--- src/rtl/mult4u_product_accumulator.sv ---
// Accumulates a programmable count of unsigned product terms into one sum and
// presents it on a valid/ready handshake with a sticky carry-out flag.
module mult4u_product_accumulator #(
  parameter int unsigned PROD_W = 8,
  parameter int unsigned ACC_W  = 16,
  parameter int unsigned LEN_W  = 8
) (
  input  logic              clk,
  input  logic              rst,
  input  logic [LEN_W-1:0]  num_terms,
  input  logic              in_valid,
  output logic              in_ready,
  input  logic [PROD_W-1:0] product,
  output logic              out_valid,
  input  logic              out_ready,
  output logic [ACC_W-1:0]  sum,
  output logic              overflow,
  output logic              busy
);

  typedef enum logic [1:0] {StIdle, StAccum, StHold} state_e;

  state_e             state_q, state_d;
  logic [ACC_W-1:0]   acc_q, acc_d;
  logic [LEN_W-1:0]   rem_q, rem_d;
  logic               ovf_q, ovf_d;
  logic               accept;
  logic [ACC_W:0]     add_full;

  assign in_ready  = ~rst & (state_q != StHold);
  assign out_valid = (state_q == StHold);
  assign busy      = (state_q != StIdle);
  assign sum       = acc_q;
  assign overflow  = ovf_q;

  assign accept   = in_valid & in_ready;
  // One extra bit captures the carry out of the accumulator width.
  assign add_full = {1'b0, acc_q} + (ACC_W + 1)'(product);

  always_comb begin
    state_d = state_q;
    acc_d   = acc_q;
    rem_d   = rem_q;
    ovf_d   = ovf_q;
    unique case (state_q)
      StIdle: begin
        if (accept) begin
          acc_d = ACC_W'(product);
          ovf_d = 1'b0;
          // A count of 0 behaves as 1: the first term completes the sum.
          if (num_terms <= LEN_W'(1)) begin
            rem_d   = '0;
            state_d = StHold;
          end else begin
            rem_d   = num_terms - LEN_W'(1);
            state_d = StAccum;
          end
        end
      end
      StAccum: begin
        if (accept) begin
          acc_d = add_full[ACC_W-1:0];
          ovf_d = ovf_q | add_full[ACC_W];
          rem_d = rem_q - LEN_W'(1);
          if (rem_q == LEN_W'(1)) begin
            state_d = StHold;
          end
        end
      end
      StHold: begin
        if (out_ready) begin
          state_d = StIdle;
        end
      end
      default: state_d = StIdle;
    endcase
  end

  always_ff @(posedge clk) begin
    if (rst) begin
      state_q <= StIdle;
      acc_q   <= '0;
      rem_q   <= '0;
      ovf_q   <= 1'b0;
    end else begin
      state_q <= state_d;
      acc_q   <= acc_d;
      rem_q   <= rem_d;
      ovf_q   <= ovf_d;
    end
  end

endmodule

--- config.mk ---
export PLATFORM = sky130hd
export DESIGN_NAME = mult4u_product_accumulator
export DESIGN_NICKNAME = d
export VERILOG_FILES = /design/src/rtl/mult4u_product_accumulator.sv
export SDC_FILE = /design/constraint.sdc
export NUM_CORES = 1
export LEC_CHECK = 0
export ABC_AREA = 1
export BUFFER_PORTS_ARGS = -buffer_cell sky130_fd_sc_hd__buf_4
export CELL_PAD_IN_SITES_DETAIL_PLACEMENT = 1
export CELL_PAD_IN_SITES_GLOBAL_PLACEMENT = 2
export CORE_MARGIN = 1
export CORE_UTILIZATION = 26
export DETAILED_ROUTE_END_ITERATION = 7
export PLACE_DENSITY_LB_ADDON = 0.1
export SLEW_MARGIN = 15
export SYNTH_ARGS = -nofsm -noshare
export SYNTH_HDL_FRONTEND = slang
export SYNTH_SLANG_ARGS = --single-unit
--- constraint.sdc ---
create_clock -name clk -period 1.55 [get_ports clk]
set_input_delay 0.0775 -clock clk [delete_from_list [all_inputs] [get_ports clk]]
set_output_delay 0.0775 -clock clk [all_outputs]
set_load 0.1 [all_outputs]
# Word level (Yosys, flattened, before mapping)

Cells that the tools add are included.

Register bits: 27
Input port bits: 20
Output and inout bits: 20
Logic and storage cells: 41

Add/subtract/negate cells: 3
$lt $le $gt $ge: 1
Equal/unequal tests: 8
Multiplexer cells: 16
Bitwise operators: 4
Reduce and logical (&&, ||, !) cells: 5

Operators by type and width:

| cell                                                 | count |
|---|---|
| 2-to-1 mux 16 bit                                    | 2 |
| case mux 16 bit (2 select lines)                     | 1 |
| 2-to-1 mux 8 bit                                     | 3 |
| adder 16 x 8 -> 17 bit                               | 1 |
| case mux 8 bit (2 select lines)                      | 1 |
| subtractor 8 x 1 -> 8 bit (second input constant)    | 2 |
| 2-to-1 mux 2 bit                                     | 5 |
| equality test 8 x 1 -> 1 bit (second input constant) | 1 |
| <= comparator 8 x 1 -> 1 bit (second input constant) | 1 |
| != test 2 bit (second input constant)                | 4 |
| case mux 2 bit (3 select lines)                      | 1 |
| AND reduction 4 bit                                  | 1 |
| nonzero test 2 bit                                   | 2 |
| AND reduction 3 bit                                  | 1 |
| AND 1 bit                                            | 2 |
| equality test 2 x 1 -> 1 bit (second input constant) | 1 |
| equality test 2 bit (second input constant)          | 1 |
| zero test 2 bit                                      | 1 |
| 2-to-1 mux 1 bit                                     | 2 |
| != test 2 x 1 -> 1 bit (second input constant)       | 1 |
| case mux 1 bit (2 select lines)                      | 1 |
| NOT 1 bit                                            | 1 |
| OR 1 bit                                             | 1 |

# Logic depth before layout (Yosys ltp)

Gate-level depths: netlist of run 1.

Depth in word-level cells: 5
Mapped depth: 12
Gate-level depth less buffers: 12

# Least setup slack after synthesis of run 1

No wires, ideal clock.

Kind: register to register
Start point: reg state_q[1]
End point: reg acc_q[5], in the netlist sum[5]
Setup time: 56 ps
Data arrival time: 3,248 ps
Data required time: 1,494 ps
Setup slack: -1,754 ps
Stages on the path, launching flop included: 9
Path buffers: 0
Clock period less this slack: 3,304 ps
Path through: dfxtp_1 -> inv_2 -> nor2_1 -> nor2_1 -> nand3_1 -> nor2_1 -> nor2_1 -> nand2_1 -> inv_1

Word-level cells in the longest chain between the ends: 5
Elaborated cells between the ends (all ways): 10
Classes of those cells: eq/ne: 4; mux: 1; bitwise: 2; reduce/logical: 3

Ends and longest elaborated chain:

| element                                  | line | text |
|---|---|---|
| start, declared                          | 23   | `state_e state_q, state_d;` |
| start signal, assigned                   | 81   | `state_q <= StIdle;` |
| start signal, assigned                   | 86   | `state_q <= state_d;` |
| != test 2 bit (*)                        | 30   | `assign in_ready = ~rst & (state_q != StHold);` |
| AND 1 bit (*)                            | 30   |  |
| net in_ready                             | 12   | `output logic in_ready,` |
| AND 1 bit (*)                            | 36   | `assign accept = in_valid & in_ready;` |
| != test 2 bit (no source line)           | --   |  |
| AND reduction 3 bit (no source line) (*) | --   |  |
| end signal, assigned                     | 82   | `acc_q <= '0;` |
| end signal, assigned                     | 87   | `acc_q <= acc_d;` |
| end, declared                            | 24   | `logic [ACC_W-1:0] acc_q, acc_d;` |

Mark *: on every way through the listed nets, which the timed path passes. The rest lies on a longest branch.
A chain may end at the register's enable or synchronous reset.

# Worst setup path after layout of run 1

Start point: reg acc_q[0], in the netlist sum[0]
End point: reg acc_q[12], in the netlist sum[12]

Word-level cells in the longest chain between the ends: 3

Ends and longest elaborated chain:

| element                          | line | text |
|---|---|---|
| adder 16 x 8 -> 17 bit           | 38   | `assign add_full = {1'b0, acc_q} + (ACC_W + 1)'(product);` |
| 2-to-1 mux 16 bit                | 61   | `if (accept) begin` |
| case mux 16 bit (2 select lines) | 45   | `unique case (state_q)` |

No other way between the ends. The select of a mux whose other input is x is not followed.

==> out/results.tsv, run 1 <==
metric	value	unit
slew_headroom	82.7	%
num_io_pins	40	
drt_iter0_markers	46	
worst_slack	-0.0443	ns
met3_length	78	um
drv_slew	0	
switching_share	41.6	%
yosysSeqAreaShare	26.0	%
async_reset_ff_share	0	%
cp.required	1.75	ns
netlist_instances	335	
ys_top_cells_by_area	dfxtp_1, nand2_1, inv_1, nor2_1, nand3_1	
grt.overflow.total	0	
fmax	627	MHz
startpoint_type	flip-flop	
syn2layout_area_growth	38.5	%
wl_per_cell	13.0	um
row_count	32	
drt-met1-wl	3050	um
p_per_area	736	nW/um^2
setup_violations	4	
pwr-share-comb	41.7	%
status	finished with violations	
cts_root_buf	clkbuf_8	
diodes	0	
fp.dieH	91.4	um
max_slew.worst_pin.slew	0.257	ns
cp-end-kind	flip-flop	
cts_inserted_buffers	3	
grt_pass1_vias	2234	
met2_length	3210	um
grt_pass1_wl	10600	um
maxCapViolCount	0	
synth-main-ff-cell	dfxtp_1	
ys_warn_count	0	
crit_path_max_fanout	6	
rsz0062_at_grt	true	
p_int	1.24	mW
htree_levels	1	
die_w	91.4	um
top_layer	met4	
synth_enable_flop_cells	0	
skew	0.00859	ns
worstSkewPairLatency	0.29	ns
switchingPower	0.880	mW
io_buffers	39	
placed_cell_area	2780	sq um
antenna_left	0	
wl	6400	um
postLayoutCellArea	2880	sq um
grt_start_max_net_pins	16	
drc	0	
postSynthAreaPerCell	6.20	sq um
layout_min_cycle_time	1.59	ns
synth_nets	368	
vias	2271	
cts_sinks	27	
synth.top_cells.by_count	nand2_1, inv_1, nor2_1	
violations	setup timing	
drive_above_1_share	30.9	%
core-area	7730	sq um
clkTransAtPathRegs	0.11	ns
hold_violations	0	
worstSetupPathType	reg2reg	
synth.most_common_cell	nand2_1	
dp_hpwl	5290	um
finalCritPeriodShare	103	%
antenna_found_initial	0	
clkPwrFrac	20.9	%
pwr-share-seq	37.4	%
die-area	8350	sq um
synth_area	2080	sq um
cts-hold-fix-buffers	0	
synth_top_area_share	26.0	%
irDropWorstVdd	365	uV
hold_path_class	in2reg	
first_pass_iters	4	
critical_path_arrival	1.79	ns
layout.nets	425	
synth-seq-cells	27	
clk_path_buf_depth	2	
yosysTopAreaCell	dfxtp_1	
grt_use_total	15.8	%
synth.distinct_cells	30	
via_per_inst	4.61	
fin_util	37.2	%
gp_congestion	0.784	
p_leak	1.36	nW
cts_tree	built	
start_util	26.9	%
==> layout make-up <==
cell class / instances / area (sq um)
Clock inverter: 1 / 5.00
Inverter: 55 / 206
Clock buffer: 3 / 41.3
Timing Repair Buffer: 58 / 448
Multi-Input combinational cell: 247 / 1470
Sequential cell: 27 / 582
Tap cell: 102 / 128
Fill cell: 1029 / 4850
==> power by group through the flow <==
stage | combinational, mW | clock (mW) | sequential (mW)
detailed placement | 0.881 | 0 | 0.808
CTS | 0.886 | 0.459 | 0.792
floorplan | 0.468 | 0 | 0.953
global route | 0.980 | 0.484 | 0.799
global placement | 0.875 | 0 | 0.807
finish | 0.883 | 0.443 | 0.791
==> timing repair <==
action | 4_1_cts | 5_1_grt
endpoints found under the setup margin | 4 | 15
resized for setup | 0 | 10
buffers inserted | 1 | 0
pin swaps | 2 | 4
==> per-stage QoR <==
step | hold slack (ns) | worst slack, ns | TNS (ns) | cells | total power, mW
after detailed placement | 0.357 | -0.0660 | -0.196 | 488 | 1.69
final | 0.0594 | -0.0443 | -0.117 | 493 | 2.12
after CTS | 0.0572 | -0.0680 | -0.214 | 493 | 2.14
after floorplan | 0.224 | -0.111 | -0.832 | 335 | 1.42
after global routing | 0.0666 | -0.133 | -0.620 | 493 | 2.26
after global placement | 0.360 | -0.00888 | -0.0108 | 488 | 1.68
==> worst max-delay path: stages, from the launching register on <==
cell and delay [ns]:
dfxtp_4 0.37, ha_4 0.16, fa_2 0.33, nand2_1 0.08, inv_2 0.04, nand2_2 0.06
nand3_2 0.08, nand2_2 0.08, nand2_4 0.08, nand3_2 0.08, nand2_1 0.06, nand2_1 0.06
nor2_1 0.03
==> cell usage in the layout, fill, tap and decap left out, types with 2 or more instances in the layout <==
cell	netlist	routed
nand2_1	71	69
buf_4	0	57
inv_1	49	49
nor2_1	49	46
nand3_1	33	27
a21oi_1	21	19
o21ai_0	17	17
dfxtp_1	27	10
dfxtp_2	0	9
dfxtp_4	0	8
nand3_2	2	7
nand4_1	7	7
ha_4	0	7
inv_2	6	6
nand2_2	5	6
xor2_1	5	5
ha_1	12	5
o21bai_1	3	3
a21oi_2	1	3
o211ai_1	3	3
nor3_1	4	3
nor2_2	2	3
clkbuf_8	1	3
nor2_4	0	2
nand2_4	1	2
nand3_4	1	2
a31oi_1	2	2
o31ai_1	2	2
==> cells by family after synthesis <==
kind of cell / after synthesis / share of synthesized area [%]
xor gates and xnor gates: 6 / 2.53
adders and majority gates: 13 / 8.19
buffers and inverters: 61 / 11.6
and+or+nand+nor: 177 / 37.8
AOI/OAI and AO/OA: 51 / 13.8
DFF: 27 / 26.0
==> worst paths after layout <==
check | from | to | slack (ns) | cells past startpoint
worst max-delay path | sum[0] | sum[12] | -0.04 | 12
worst max register to register | sum[0] | sum[12] | -0.04 | 12
worst min-delay path | product[3] | sum[3] | 0.06 | 3
worst min register to register | overflow | overflow | 0.48 | 2
==> sequential cells by signal (all words and copies together) (netlist names) <==
| signal | flops |
|---|---|
| sum | 16 |
| rem_q | 8 |
| state_q | 2 |
| overflow | 1 |
==> routing by layer <==
metal,vias to the layer above,GRT usage (%)
met5,-,0
met2,21,29.7
met4,0,3.57
met3,5,1.01
li1,1187,-
met1,1058,19.6
Power figures use the tool's default switching activity.
==> inputs of run 2 (changes only) <==
==> constraint.sdc (replaced) <==
create_clock -name clk -period 1.45 [get_ports clk]
set_input_delay 0.0725 -clock clk [delete_from_list [all_inputs] [get_ports clk]]
set_output_delay 0.0725 -clock clk [all_outputs]
set_load 0.1 [all_outputs]
==> run 2 against run 1 <==
- the run still ends with setup timing left
- core utilization is 3.5 points higher
- register-to-register slack got worse by 0.09 ns
- cell count increased by 3.0%
- via count is 2.2% higher
- non-clock buffer count increased by 15
- final area is 9.4% higher
- total power is 14% higher
- critical endpoint is now sum[4]
- largest cell class unchanged
- largest power group unchanged
- highest routed layer unchanged
==> out/results.tsv, run 2 (same netlist as run 1, synthesis figures left out) <==
metric	value	unit	change
first_pass_iters	4		unchanged
hold_violations	0		unchanged
layout.nets	440		+3.5%
setup_violations	12		+8
num_io_pins	40		unchanged
layout_min_cycle_time	1.59	ns	-0.00589 ns
dp_hpwl	5200	um	-1.8%
irDropWorstVdd	390	uV	+7.0%
cpMaxStageDelayCell	dfxtp_4		
start_util	26.9	%	unchanged
p_leak	1.47	nW	+8.0%
clkTransAtPathRegs	0.12	ns	about the same
cp-end-kind	flip-flop		
max_stage_delay	0.36	ns	about the same
grt.overflow.total	0		unchanged
grt_start_max_net_pins	17		+1
cts_inserted_buffers	3		unchanged
critical_path_arrival	1.79	ns	about the same
regArea	582	sq um	unchanged
via_per_inst	4.57		-0.86%
final_cell_count_no_fill	508		+3.0%
gp_congestion	0.830		+5.8%
layout_commonest_cell	buf_4		
skew	0.0161	ns	+0.00747 ns
fp.dieH	91.4	um	unchanged
cts_root_buf	clkbuf_8		
finalCritPeriodShare	110	%	+6.7 points
die-area	8350	sq um	unchanged
vias	2320		+2.2%
cts_sinks	27		unchanged
htree_levels	1		unchanged
syn2layout_area_growth	51.4	%	
cp_num_buf_inv	3		+2
multi_input_area	1600	sq um	+9.1%
drt_iter0_markers	66		+43%
max_slew.worst_pin.slew	0.261	ns	+0.00397 ns
status	finished with violations		
die_w	91.4	um	unchanged
grt_pass1_vias	2344		+4.9%
grt_use_total	16.3	%	+0.49 points
hold_path_class	in2reg		
fmax	630	MHz	+0.37%
dp_cells	495		+1.4%
cpMostUsedCell	nand2_2		
wl_per_cell	13.1	um	+1.1%
pre_cts_slack	-0.146	ns	-0.0801 ns
drc	0		unchanged
worstSkewPairLatency	0.29	ns	about the same
maxCapViolCount	0		unchanged
rsz0062_at_grt	true		
cp.required	1.65	ns	-0.10 ns
diodes	0		unchanged
largest_reg_flops	16		unchanged
core-area	7730	sq um	unchanged
slew_headroom	82.5	%	-0.27 points
io_buffers	39		unchanged
p_per_area	770	nW/um^2	+4.7%
worst_slack	-0.138	ns	-0.0941 ns
violations	setup timing		
row_count	32		unchanged
antenna_left	0		unchanged
worstSetupPathType	reg2reg		
final_cell_mix	buf_4, nand2_1, inv_1, nor2_1, nand3_1		
crit_path_max_fanout	2		-4
fillers	987		-4.1%
cp_cell_sequence	ha_4 > fa_2 > nand2_2 > inv_2 > nand2_4 > nand3_4 > buf_4 > nand2_2 > nand3_2 > o211ai_1 > inv_1		
drv_slew	0		unchanged
critical_path.top_delay_family	adder cells		
grt_pass1_wl	11100	um	+4.2%
drive_above_1_share	39.4	%	+8.5 points
antenna_found_initial	0		unchanged
clk_path_buf_depth	2		unchanged
cts_tree	built		
wl	6660	um	+4.2%
startpoint_type	flip-flop		
## run 2: per-stage QoR
step / power [mW] / cell area (sq um) / hold slack (ns) / TNS [ns] / utilization, %
2_1_floorplan: 1.52 / 2250 / 0.219 / -2.02 / -
3_3_place_gp: 1.84 / 2850 / 0.352 / -0.543 / 36.9
3_5_place_dp: 1.84 / 2850 / 0.346 / -0.779 / 36.9
4_1_cts: 2.36 / 2940 / 0.0358 / -0.721 / 38.1
5_1_grt: 2.60 / 3150 / 0.0519 / -2.18 / 40.7
6_report: 2.42 / 3150 / 0.0362 / -0.917 / 40.7
## run 2: timing repair
action	in CTS	in global routing
hold buffers	0	0
pin swaps	3	24
setup buffers	1	9
gates resized for setup	9	34
endpoints found under the setup margin	12	21
## run 2: worst reg2reg max path, delay by kind of cell (launching register included)
family / cells / cell delay [ns]
compound gates: 1 / 0.08
fa+ha+maj: 2 / 0.51
buf+inv: 3 / 0.23
flops: 1 / 0.36
simple gates: 5 / 0.32
## run 2: layout make-up
cell class / instances / area share, %
Clock buffer: 3 / 1.31
Timing Repair Buffer: 73 / 18.5
Inverter: 55 / 6.56
Sequential cell: 27 / 18.5
Multi-Input combinational cell: 247 / 50.9
Tap cell: 102 / 4.06
Clock inverter: 1 / 0.239
## run 2: per-layer routing
layer  share of wire [%]  GRT usage (%)  vias to the layer above
met2                  49           28.7                       24
met1                  49           21.9                     1075
met4                0.53           2.38                        0
met5                   0              0                        -
li1                    -              -                     1217
met3                 1.8           1.59                        4
## run 2: final timing paths
path,from,to,slack [ns],depth (start not counted)
hold reg to reg,overflow,overflow,0.48,2
hold / removal,product[4],sum[4],0.04,3
setup reg to reg,sum[0],sum[4],-0.14,11
setup / recovery,sum[0],sum[4],-0.14,11
## run 2: power by group
part           internal, mW  switching, mW  total (mW)
Combinational         0.424          0.676        1.10
Clock                 0.196          0.284       0.480
Sequential            0.794         0.0482       0.842
